--- src/rtl/riscv_pkg.sv ---
// Shared definitions for the RV32I instruction encoder.
//   - Instruction format codes as presented on the encoder's fmt input
//   - Output FIFO geometry
//   - Queue entry layout (encoded word plus its error flag)
//   - fits_signed(): immediate range helper used by the packer
package riscv_pkg;

    typedef enum logic [2:0] {
        FMT_R = 3'd0,
        FMT_I = 3'd1,
        FMT_S = 3'd2,
        FMT_B = 3'd3,
        FMT_U = 3'd4,
        FMT_J = 3'd5
    } fmt_e;

    localparam int FIFO_DEPTH = 2;
    localparam int FIFO_PTR_W = (FIFO_DEPTH > 1) ? $clog2(FIFO_DEPTH) : 1;
    localparam int FIFO_CNT_W = $clog2(FIFO_DEPTH + 1);

    typedef struct packed {
        logic [31:0] instr;
        logic        err;
    } fifo_entry_t;

    // True when v, read as two's complement, survives truncation to 'bits'
    // bits: everything from the would-be sign bit upward must be all zeros
    // or all ones.
    function automatic logic fits_signed(input logic [31:0] v, input int unsigned bits);
        logic [31:0] hi;
        hi = $signed(v) >>> (bits - 1);
        return (hi == '0) || (hi == '1);
    endfunction

endpackage

--- src/rtl/insn_pack.sv ---
// Combinational RV32I field packer and immediate range checker.
// Ports:
//   i_fmt      instruction format code (fmt_e; 6 and 7 are illegal)
//   i_opcode   7-bit major opcode
//   i_funct7   7-bit funct7 (R format only)
//   i_funct3   3-bit funct3
//   i_rd/i_rs1/i_rs2  register indices
//   i_imm      raw signed immediate / byte offset
//   o_instr    packed instruction word (0 for an illegal format)
//   o_err      immediate out of range, misaligned, or illegal format
module insn_pack
    import riscv_pkg::*;
(
    input  logic [2:0]  i_fmt,
    input  logic [6:0]  i_opcode,
    input  logic [6:0]  i_funct7,
    input  logic [2:0]  i_funct3,
    input  logic [4:0]  i_rd,
    input  logic [4:0]  i_rs1,
    input  logic [4:0]  i_rs2,
    input  logic [31:0] i_imm,
    output logic [31:0] o_instr,
    output logic        o_err
);

    always_comb begin
        o_instr = '0;
        o_err   = 1'b0;
        case (i_fmt)
            FMT_R: begin
                o_instr = {i_funct7, i_rs2, i_rs1, i_funct3, i_rd, i_opcode};
            end
            FMT_I: begin
                o_instr = {i_imm[11:0], i_rs1, i_funct3, i_rd, i_opcode};
                o_err   = !fits_signed(i_imm, 12);
            end
            FMT_S: begin
                o_instr = {i_imm[11:5], i_rs2, i_rs1, i_funct3, i_imm[4:0], i_opcode};
                o_err   = !fits_signed(i_imm, 12);
            end
            FMT_B: begin
                // Branch offsets are halfword aligned; bit 0 is never encoded.
                o_instr = {i_imm[12], i_imm[10:5], i_rs2, i_rs1, i_funct3,
                           i_imm[4:1], i_imm[11], i_opcode};
                o_err   = !fits_signed(i_imm, 13) || i_imm[0];
            end
            FMT_U: begin
                // Only the upper 20 bits are encodable; low bits must be clear.
                o_instr = {i_imm[31:12], i_rd, i_opcode};
                o_err   = (i_imm[11:0] != 12'd0);
            end
            FMT_J: begin
                o_instr = {i_imm[20], i_imm[10:1], i_imm[11], i_imm[19:12], i_rd, i_opcode};
                o_err   = !fits_signed(i_imm, 21) || i_imm[0];
            end
            default: begin
                o_instr = '0;
                o_err   = 1'b1;
            end
        endcase
    end

endmodule

--- src/rtl/insn_encoder.sv ---
// RV32I instruction encoder with a small output queue.
// A request accepted on in_valid/in_ready is packed combinationally and
// queued; the queue head is presented on instr/err with out_valid.
// Ports:
//   clk, rst             clock and synchronous active-high reset
//   in_valid / in_ready  request handshake (in_ready depends only on state)
//   fmt, opcode, funct7, funct3, rd, rs1, rs2, imm   request fields
//   out_valid / out_ready  output handshake
//   instr, err           queue head word and its error flag (0 when empty)
//   enc_count            accepted requests since reset, wraps at 16 bits
module insn_encoder
    import riscv_pkg::*;
(
    input  logic        clk,
    input  logic        rst,
    input  logic        in_valid,
    output logic        in_ready,
    input  logic [2:0]  fmt,
    input  logic [6:0]  opcode,
    input  logic [6:0]  funct7,
    input  logic [2:0]  funct3,
    input  logic [4:0]  rd,
    input  logic [4:0]  rs1,
    input  logic [4:0]  rs2,
    input  logic [31:0] imm,
    output logic        out_valid,
    input  logic        out_ready,
    output logic [31:0] instr,
    output logic        err,
    output logic [15:0] enc_count
);

    fifo_entry_t             r_mem [FIFO_DEPTH];
    logic [FIFO_PTR_W-1:0]   r_wr_ptr;
    logic [FIFO_PTR_W-1:0]   r_rd_ptr;
    logic [FIFO_CNT_W-1:0]   r_count;
    logic [15:0]             r_enc_count;

    logic [31:0]             w_instr;
    logic                    w_err;
    logic                    w_push;
    logic                    w_pop;

    insn_pack u_pack (
        .i_fmt    (fmt),
        .i_opcode (opcode),
        .i_funct7 (funct7),
        .i_funct3 (funct3),
        .i_rd     (rd),
        .i_rs1    (rs1),
        .i_rs2    (rs2),
        .i_imm    (imm),
        .o_instr  (w_instr),
        .o_err    (w_err)
    );

    // in_ready is purely occupancy based, so a full queue refuses a push
    // even when the head is popped in the same cycle; the freed slot is
    // offered on the following cycle.
    assign in_ready  = (r_count < FIFO_CNT_W'(FIFO_DEPTH));
    assign out_valid = (r_count != '0);
    assign w_push    = in_valid && in_ready;
    assign w_pop     = out_valid && out_ready;

    // Empty queue drives zeros so stale entries never leak after reset.
    assign instr     = out_valid ? r_mem[r_rd_ptr].instr : '0;
    assign err       = out_valid ? r_mem[r_rd_ptr].err   : 1'b0;
    assign enc_count = r_enc_count;

    // Storage needs no reset: occupancy gates everything that reads it.
    always_ff @(posedge clk) begin
        if (!rst && w_push) begin
            r_mem[r_wr_ptr] <= '{instr: w_instr, err: w_err};
        end
    end

    always_ff @(posedge clk) begin
        if (rst) begin
            r_wr_ptr    <= '0;
            r_rd_ptr    <= '0;
            r_count     <= '0;
            r_enc_count <= '0;
        end else begin
            if (w_push) begin
                r_wr_ptr    <= (r_wr_ptr == FIFO_PTR_W'(FIFO_DEPTH - 1)) ? '0 : r_wr_ptr + 1'b1;
                r_enc_count <= r_enc_count + 16'd1;
            end
            if (w_pop) begin
                r_rd_ptr <= (r_rd_ptr == FIFO_PTR_W'(FIFO_DEPTH - 1)) ? '0 : r_rd_ptr + 1'b1;
            end
            case ({w_push, w_pop})
                2'b10:   r_count <= r_count + 1'b1;
                2'b01:   r_count <= r_count - 1'b1;
                default: r_count <= r_count;
            endcase
        end
    end

endmodule

--- config.mk ---
export PLATFORM = sky130hd
export DESIGN_NAME = insn_encoder
export DESIGN_NICKNAME = d
export VERILOG_FILES = /design/src/rtl/riscv_pkg.sv /design/src/rtl/insn_pack.sv /design/src/rtl/insn_encoder.sv
export SDC_FILE = /design/constraint.sdc
export NUM_CORES = 1
export LEC_CHECK = 0
export ABC_AREA = 1
export BUFFER_PORTS_ARGS = -buffer_cell sky130_fd_sc_hd__buf_2
export CAP_MARGIN = 20
export CORE_UTILIZATION = 50
export DETAILED_ROUTE_END_ITERATION = 10
export PLACE_DENSITY = 0.81
export SLEW_MARGIN = 10
export SYNTH_ARGS = -nofsm -noshare
export SYNTH_HDL_FRONTEND = slang
export SYNTH_SLANG_ARGS = --single-unit
--- constraint.sdc ---
create_clock -name clk -period 5.1 [get_ports clk]
set_input_delay 1.02 -clock clk [delete_from_list [all_inputs] [get_ports clk]]
set_output_delay 1.02 -clock clk [all_outputs]
set_load 0.02 [all_outputs]
==> results of run 1 <==
==> stage by stage <==
| stage | util, % | area (sq um) |
|---|---|---|
| floorplan | - | 4280 |
| detailed placement | 60.5 | 4990 |
| finish | 62.6 | 5170 |
| CTS | 62.6 | 5170 |
| global route | 62.6 | 5170 |
| global placement | 60.5 | 4990 |
==> registers in the layout, summed over array words and instances, names as in the netlist, named ones only <==
register	cells
r_mem	66
r_count	2
r_rd_ptr	1
r_wr_ptr	1
enc_count	16
==> cells by family after synthesis <==
| logic type | synth area share [%] |
|---|---|
| AND/OR/NAND/NOR | 25.3 |
| flip-flops | 56.1 |
| AO/OA/AOI/OAI | 11.1 |
| buffers and inverters | 6.35 |
| XOR/XNOR | 0.614 |
| adder cells (fa/ha/maj) | 0.585 |
==> metal layers <==
metal,share of wire [%],up-vias,track usage (%),routed length [um]
li1,-,1918,-,-
met1,44,1694,31.4,4460
met2,47,148,37.6,4770
met3,7.2,8,4.03,720
met4,1.1,0,8.08,107
met5,0,-,0,0
==> worst max-delay path by stage <==
stage	from	end	slack, ns	cells past startpoint
6_report	flop	instr[15]	2.15	4
5_1_grt	flop	instr[30]	1.91	4
4_1_cts	flop	instr[15]	2.08	4
3_5_place_dp	rst	r_mem[1][14]$_DFFE_PP_	2.37	3
3_3_place_gp	rst	r_mem[1][14]$_DFFE_PP_	2.38	3
2_1_floorplan	rst	r_mem[1][0]$_DFFE_PP_	1.09	2
==> critical path, delay by kind of cell (launching register included) <==
| kind | cells | cell delay, ns |
|---|---|---|
| AOI/OAI and AO/OA | 1 | 0.21 |
| and+or+nand+nor | 1 | 0.16 |
| buffers and inverters | 2 | 0.91 |
| DFF | 1 | 0.32 |
==> cell type report <==
type / instances / area (sq um)
Clock buffer: 9 / 124
Clock inverter: 7 / 56.3
Fill cell: 720 / 3090
Inverter: 56 / 210
Multi-Input combinational cell: 354 / 1620
Sequential cell: 87 / 2400
Tap cell: 105 / 131
Timing Repair Buffer: 124 / 628
==> placed cells by master, fill, tap and decap left out, types with 3 or more instances in the layout <==
master,Yosys,routed
buf_2,1,121
dfxtp_1,21,21
nor3_1,5,4
nand3_1,13,13
nor2_1,56,54
a21oi_1,54,54
inv_1,49,49
nand2_1,175,175
buf_4,0,3
o21ai_1,5,5
clkbuf_8,0,9
o21ai_0,8,8
nor2_2,5,6
o211ai_1,10,10
inv_2,7,7
edfxtp_1,66,66
clkinvlp_4,0,4
==> power groups by stage <==
stage / Combinational (mW) / Sequential, mW / Clock [mW]
6_report: 0.709 / 0.860 / 0.433
4_1_cts: 0.718 / 0.860 / 0.437
5_1_grt: 0.781 / 0.867 / 0.468
2_1_floorplan: 0.458 / 0.876 / 0
3_3_place_gp: 0.704 / 0.874 / 0
3_5_place_dp: 0.714 / 0.876 / 0
==> impl_results.md, run 1 <==
- Layout area overhead: 20.9%
- Syn Area/Cell: 8.34 sq um
- Post-synthesis sequential area ratio: 56.1%
- Max Cap Viol: 0
- Placed Cells incl. Taps: 726
- Crit path cell chain: inv_1 -> nand2_1 -> a21oi_1 -> buf_2
- Most used DFF post-synth: edfxtp_1
- Full die area: 0.00893 sq mm
- WL per Instance: 13.6 um
- Combinational power share: 35.4%
- Post-synth EDFFs: 66
- Pwr Density: 387 mW/mm^2
- First-pass GRT wire length: 15.8 mm
- Top cells by area, synth: edfxtp_1 46%, nand2_1 15%, dfxtp_1 9.8%
- CORE AREA: 0.00826 sq mm
- Yosys top cell area share: 46.3%
- Total power: 2.00 mW
- Fmax: 339 MHz
- Num rows: 33
- Mapped Area: 0.00428 sq mm
- Count leader, synth: nand2_1
- Power Internal: 1.22 mW
- CTS Buf Count: 9
- Overall routing resource usage: 23.2%
- Yosys reg bits: 87
- Net Switching: 0.780 mW
- CTS tree: built
- Worst Setup Path Type: reg -> out
- Largest net degree at the start of global routing: 34
- Setup Buffers After CTS: 0
- Minimum clock period: 2.95 ns
- I/O pin count: 122
- Final setup viols: 0
- Via count: 3,768
- Layout cells sized above 1: 25.4%
- Clock transition at path regs: 0.08 ns
- Setup WS post-layout: 2.15 ns
- CTS Hold Bufs: 0
- Htree depth: 3
- FF-to-FF path depth: 10
- Post-Synthesis Cells: 513
- Most frequent cells after synthesis: 175 x nand2_1, 66 x edfxtp_1, 56 x nor2_1, 54 x a21oi_1, 49 x inv_1
- Endpoints failing hold: 0
- Clock Path Buffers: 2
- Antenna violations before repair: 0
- Async S/R FF share, synth: 0%
- # diodes: 0
- Clock Tree Root: clkbuf_8
- DRT Wirelength: 10.1 mm
- Switching Share: 39.0%
- Final Wtd Congestion: 0.942
- Ys Warns: 0
- Drt first-iter violations: 147
- Clock network fraction of design power: 21.6%
- Detailed placer's ending HPWL: 7.51 mm
- Port Buffers: 121
- Non-filler instance count after layout: 742
- CP Launch Type: flop
- DRC violations left: 0
- CP max stage delay: 0.72 ns
- Worst rel slew slack: 33.0%
- Cell variety after synth: 33
- WHS: 0.462 ns
- Clock Skews: 0.0119 ns
- CP max FO: 33
- Vias in the first global route: 3,444
- RR Startpoint: r_count[1]$_SDFFE_PP0P_
- Worst setup EP type: output port
- RSZ-0062 raised after global routing: no
- Place WS: 2.37 ns
- Tcrit/Tclk final: 57.9%
- Max IR drop VDD: 0.216 mV
- R2R setup slack: 2.91 ns
- HP Class: reg -> reg
- Vias per inst: 5.08
- Slowest stage cell on the critical path: inv_1
- WP data required: 4.08 ns
- Min-Delay Startpoint: r_rd_ptr$_SDFFE_PP0P_
- Initial Utilization: 51.8%
- Die width: 94.5 um
- Nets: 705
- Setup tns final: 0 ns
- Synth area leader: edfxtp_1
- Final max-slew violation count: 0
- Seq pwr share: 43.0%
- Leakage: 2.31 nW
- Detail Route Antenna Nets: 0
- Worst R2R End: r_count[1]$_SDFFE_PP0P_
- Hold Path Stages: 1
- PostCTS Resize Cnt: 0
- Syn Nets: 586
- Status: finished clean
- Clock Latency Late Sink: 0.34 ns
- Initial DRT Pass Iterations: 5
- Grt total ovfl: 0
- Worst Tran Pin Value: 1.00 ns
- Die height: 94.5 um
- Clk sink count: 87
- Critical path arrival: 1.93 ns
No activity file was read; power rests on OpenSTA's default activity.
==> run 2: changes to the inputs <==
CORE_UTILIZATION = 47   (was 50)
PLACE_DENSITY = 0.8   (was 0.81)
clock period = 2.4 ns   (was 5.1 ns; I/O delays follow)
==> impl_results.md, run 2 (synthesized netlist as in run 1, its figures left out) <==
- Status: finished clean
- Grt total ovfl: 0 (unchanged)
- Tcrit/Tclk final: 84.4%
- Nets: 710 (+0.71%)
- WP data required: 1.92 ns (-2.16 ns)
- Via count: 3,811 (+1.1%)
- Clock Path Buffers: 2 (unchanged)
- WL per Instance: 13.6 um (+0.39%)
- Drt first-iter violations: 203 (+38%)
- # diodes: 0 (unchanged)
- First-pass GRT wire length: 16.8 mm (+6.4%)
- Most frequent cells in the layout: 175 x nand2_1, 121 x buf_2, 66 x edfxtp_1, 54 x nor2_1, 54 x a21oi_1
- DRC violations left: 0 (unchanged)
- Htree depth: 3 (unchanged)
- Biggest register: r_mem
- Minimum clock period: 2.03 ns
- Detail Route Antenna Nets: 0 (unchanged)
- Final max-slew violation count: 0 (unchanged)
- PostCTS Resize Cnt: 0 (unchanged)
- Setup Buffers After CTS: 0 (unchanged)
- Max Cap Viol: 0 (unchanged)
- Worst rel slew slack: 69.6% (+37 points)
- Setup tns final: 0 ns (unchanged)
- Final setup viols: 0 (unchanged)
- Leakage: 2.36 nW (+2.3%)
- CTS Buf Count: 9 (unchanged)
- Die width: 97.4 um (+3.1%)
- CP Launch Type: flop
- RSZ-0062 raised after global routing: no
- Most common cell after layout, fill and taps aside: nand2_1
- Pwr Density: 840 mW/mm^2 (+120%)
- Vias in the first global route: 3,646 (+5.9%)
- Initial DRT Pass Iterations: 4 (-1)
- CP max FO: 33 (unchanged)
- Max reg flops: 66 (unchanged)
- Fmax: 494 MHz
- Initial Utilization: 48.8% (-3.0 points)
- Worst Setup Path Type: reg -> out
- Layout cells sized above 1: 26.0% (+0.58 points)
- Clock Tree Root: clkbuf_8
- CORE AREA: 0.00876 sq mm (+6.1%)
- Final Wtd Congestion: 0.981 (+4.2%)
- DRT Wirelength: 10.2 mm (+1.5%)
- Layout area overhead: 22.8%
- Clock transition at path regs: 0.09 ns (about the same)
- Port Buffers: 121 (unchanged)
- I/O pin count: 122 (unchanged)
- Endpoints failing hold: 0 (unchanged)
- Clock Skews: 0.0130 ns (+0.00114 ns)
- Antenna violations before repair: 0 (unchanged)
- CTS Hold Bufs: 0 (unchanged)
- Largest net degree at the start of global routing: 34 (unchanged)
- WHS: 0.437 ns (-0.0258 ns)
- Critical path arrival: 1.55 ns (-0.38 ns)
- Overall routing resource usage: 22.1% (-1.1 points)
- Detailed placer's ending HPWL: 7.81 mm (+4.0%)
- Vias per inst: 5.08 (about the same)
- Num rows: 34 (+3.0%)
- Clock Latency Late Sink: 0.35 ns (about the same)
- Max IR drop VDD: 0.338 mV (+57%)
- Clk sink count: 87 (unchanged)
- Worst setup EP type: output port
- HP Class: in -> reg
- Full die area: 0.00949 sq mm (+6.2%)
- Die height: 97.4 um (+3.1%)
- Worst Tran Pin Value: 0.452 ns (-0.552 ns)
- CTS tree: built
## run 2: critical path, cell delays in order (launching register included)
cell and delay [ns]:
dfxtp_1 0.35, buf_4 0.33, nand2_1 0.10, a21oi_1 0.21
buf_2 0.20
## run 2: cell type report
type | count | area, sq um
Clock buffer | 9 | 124
Clock inverter | 7 | 80.1
Fill cell | 784 | 3510
Inverter | 56 | 210
Multi-Input combinational cell | 354 | 1630
Sequential cell | 87 | 2400
Tap cell | 108 | 135
Timing Repair Buffer | 129 | 678
## run 2: report_power, final
group	switching, mW	internal, mW	leakage [nW]
registers	0.0551	1.77	0.782
logic	1.08	0.477	1.48
clock network	0.536	0.492	0.0964
total	1.67	2.74	2.36
## run 2: path summary, 6_finish.rpt
kind | start | end | slack, ns | cells past startpoint
worst min register to register | r_wr_ptr$_SDFFE_PP0P_ | r_wr_ptr$_SDFFE_PP0P_ | 0.48 | 2
worst max-delay path | flop | instr[30] | 0.37 | 4
worst min-delay path | funct3[1] | r_mem[1][14]$_DFFE_PP_ | 0.44 | 3
worst max register to register | r_count[1]$_SDFFE_PP0P_ | r_count[1]$_SDFFE_PP0P_ | 0.79 | 9
## run 2: metal layers
layer	wire length, um	vias to the layer above	global-route usage (%)
met1	4380	1724	28.2
met4	147	0	7.01
met3	666	13	3.67
met2	5020	152	38.4
met5	0	-	0
li1	-	1922	-
## run 2: stage by stage
step                      utilization (%)  setup WS, ns  area, sq um  cells  total power, mW
final                                60.0         0.374         5260    750             4.41
after global placement               57.7         0.672         5050    734             3.40
after CTS                            60.0         0.327         5260    750             4.46
after detailed placement             57.7         0.658         5050    734             3.44
after floorplan                         -         0.358         4290    513             2.84
after global routing                 60.0         0.243         5260    750             4.67
==> run 3: changes to the inputs <==
CORE_UTILIZATION = 50   (was 47)
PLACE_DENSITY = 0.81   (was 0.8)
clock period = 2 ns   (was 2.4 ns; I/O delays follow)
==> impl_results.md, run 3 (synthesized netlist as in run 1, its figures left out) <==
- Status: finished clean
- Full die area: 0.00893 sq mm (-5.9%)
- Pwr Density: 984 mW/mm^2 (+17%)
- Placed Cells incl. Taps: 731 (-0.41%)
- DRC violations left: 0 (unchanged)
- R2R setup slack: 0.37 ns (-0.42 ns)
- Worst Setup Path Type: reg -> out
- CP max stage delay: 0.36 ns (about the same)
- Clock Tree Root: clkbuf_8
- CP max FO: 25 (-24%)
- HP Class: in -> reg
- Htree depth: 3 (unchanged)
- Non-filler instance count after layout: 747 (-0.40%)
- Drt first-iter violations: 163 (-20%)
- CTS Hold Bufs: 0 (unchanged)
- Critical path arrival: 1.47 ns (-0.08 ns)
- Port Buffers: 121 (unchanged)
- Final Wtd Congestion: 0.960 (-2.1%)
- Layout area overhead: 22.3%
- Detail Route Antenna Nets: 0 (unchanged)
- Layout cells sized above 1: 25.9% (-0.16 points)
- Post-layout util: 63.4% (+3.4 points)
- CP Launch Type: flop
- Vias in the first global route: 3,606 (-1.1%)
- Clock Skews: 0.0106 ns (-0.00238 ns)
- Overall routing resource usage: 24.5% (+2.4 points)
- CORE AREA: 0.00826 sq mm (-5.8%)
- Initial DRT Pass Iterations: 5 (+1)
- Fmax: 534 MHz
- Initial Utilization: 51.8% (+3.0 points)
- Final setup viols: 0 (unchanged)
- First-pass GRT wire length: 16.5 mm (-1.5%)
- Crit path cell chain: nor2_2 -> buf_6 -> a21oi_1 -> buf_2
- Worst Tran Pin Value: 0.477 ns (+0.0256 ns)
- Most frequent cells in the layout: 175 x nand2_1, 121 x buf_2, 66 x edfxtp_1, 54 x nor2_1, 54 x a21oi_1
- DRT Wirelength: 10.3 mm (+0.38%)
- # diodes: 0 (unchanged)
- Nets: 710 (unchanged)
- Max reg flops: 66 (unchanged)
- Worst rel slew slack: 68.1% (-1.5 points)
- Clock Latency Late Sink: 0.35 ns (about the same)
- RSZ-0062 raised after global routing: no
- Setup tns final: 0 ns (unchanged)
- Clock transition at path regs: 0.09 ns (about the same)
- Critical Path End: err
- WP data required: 1.60 ns (-0.32 ns)
- Final max-slew violation count: 0 (unchanged)
- Setup crit start: r_count[1]$_SDFFE_PP0P_
- Worst setup EP type: output port
- Vias per inst: 5.20 (+2.4%)
- Most common cell after layout, fill and taps aside: nand2_1
- Via count: 3,886 (+2.0%)
- Minimum clock period: 1.87 ns
- FF-to-FF path depth: 9 (unchanged)
- Slowest stage cell on the critical path: dfxtp_1
- RR Startpoint: r_count[1]$_SDFFE_PP0P_
- CTS Buf Count: 9 (unchanged)
- Biggest register: r_mem
- Detailed placer's ending HPWL: 7.77 mm (-0.52%)
- WL per Instance: 13.7 um (+0.79%)
- Die width: 94.5 um (-3.0%)
- Largest net degree at the start of global routing: 34 (unchanged)
- WHS: 0.355 ns (-0.0821 ns)
- Worst R2R End: r_count[1]$_SDFFE_PP0P_
- Tcrit/Tclk final: 93.6%
- Leakage: 2.35 nW (-0.58%)
- I/O pin count: 122 (unchanged)
- Antenna violations before repair: 0 (unchanged)
- Clock Path Buffers: 2 (unchanged)
- CTS tree: built
- Max Cap Viol: 0 (unchanged)
- Grt total ovfl: 0 (unchanged)
- Clk sink count: 87 (unchanged)
- Num rows: 33 (-2.9%)
- Die height: 94.5 um (-3.0%)
- Setup Buffers After CTS: 0 (unchanged)
- Endpoints failing hold: 0 (unchanged)
- Max IR drop VDD: 0.473 mV (+40%)
[run 3: worst min path at each step]
stage                     startpoint                     end  slack (ns)  cells past startpoint
6_report                      rs1[3]  r_mem[1][19]$_DFFE_PP_        0.35                      3
5_1_grt                    funct3[1]  r_mem[1][14]$_DFFE_PP_        0.34                      3
4_1_cts                    funct3[1]  r_mem[1][14]$_DFFE_PP_        0.34                      3
3_5_place_dp   r_rd_ptr$_SDFFE_PP0P_                    flop        0.45                      1
3_3_place_gp   r_rd_ptr$_SDFFE_PP0P_                    flop        0.44                      1
2_1_floorplan  r_rd_ptr$_SDFFE_PP0P_                    flop        0.43                      1
[run 3: what timing repair did]
| action | in CTS | in global routing |
|---|---|---|
| setup endpoints to repair | 0 | 15 |
| gates resized for setup | 0 | 3 |
| hold endpoints to repair | 0 | 0 |
[run 3: per-stage QoR]
| step | setup slack [ns] | total power, mW | area (sq um) |
|---|---|---|---|
| final | 0.127 | 5.15 | 5230 |
| after global routing | 0.0248 | 5.47 | 5230 |
| after CTS | 0.0217 | 5.17 | 5220 |
| after detailed placement | 0.330 | 4.11 | 5050 |
| after global placement | 0.339 | 4.08 | 5050 |
| after floorplan | 0.0384 | 3.40 | 4290 |
[run 3: power by group]
part | total, mW | switching (mW) | leakage, nW | internal (mW)
clock network | 1.07 | 0.619 | 0.0793 | 0.450
registers | 2.19 | 0.0672 | 0.782 | 2.13
logic | 1.89 | 1.30 | 1.48 | 0.591
total | 5.15 | 1.98 | 2.34 | 3.17
[run 3: cell type report]
cell class | count | area, sq um
sequential | 87 | 2400
fill | 718 | 3030
clock buffer | 9 | 124
inverter | 56 | 210
multi-input combinational | 354 | 1630
tap | 105 | 131
timing repair buffer | 129 | 689
clock inverter | 7 | 48.8
[run 3: worst max-delay path, delay by kind of cell (launching register included)]
kind,cells,cell delay (ns)
DFF,1,0.36
buffers and inverters,2,0.43
AOI/OAI and AO/OA,1,0.10
and+or+nand+nor,1,0.23
[run 3: per-layer routing]
metal / GRT usage, % / wire length, um / vias up
met5: 0 / 0 / -
met4: 11.0 / 255 / 0
li1: - / - / 1931
met2: 40.2 / 4880 / 160
met3: 4.83 / 714 / 22
met1: 31.5 / 4400 / 1773
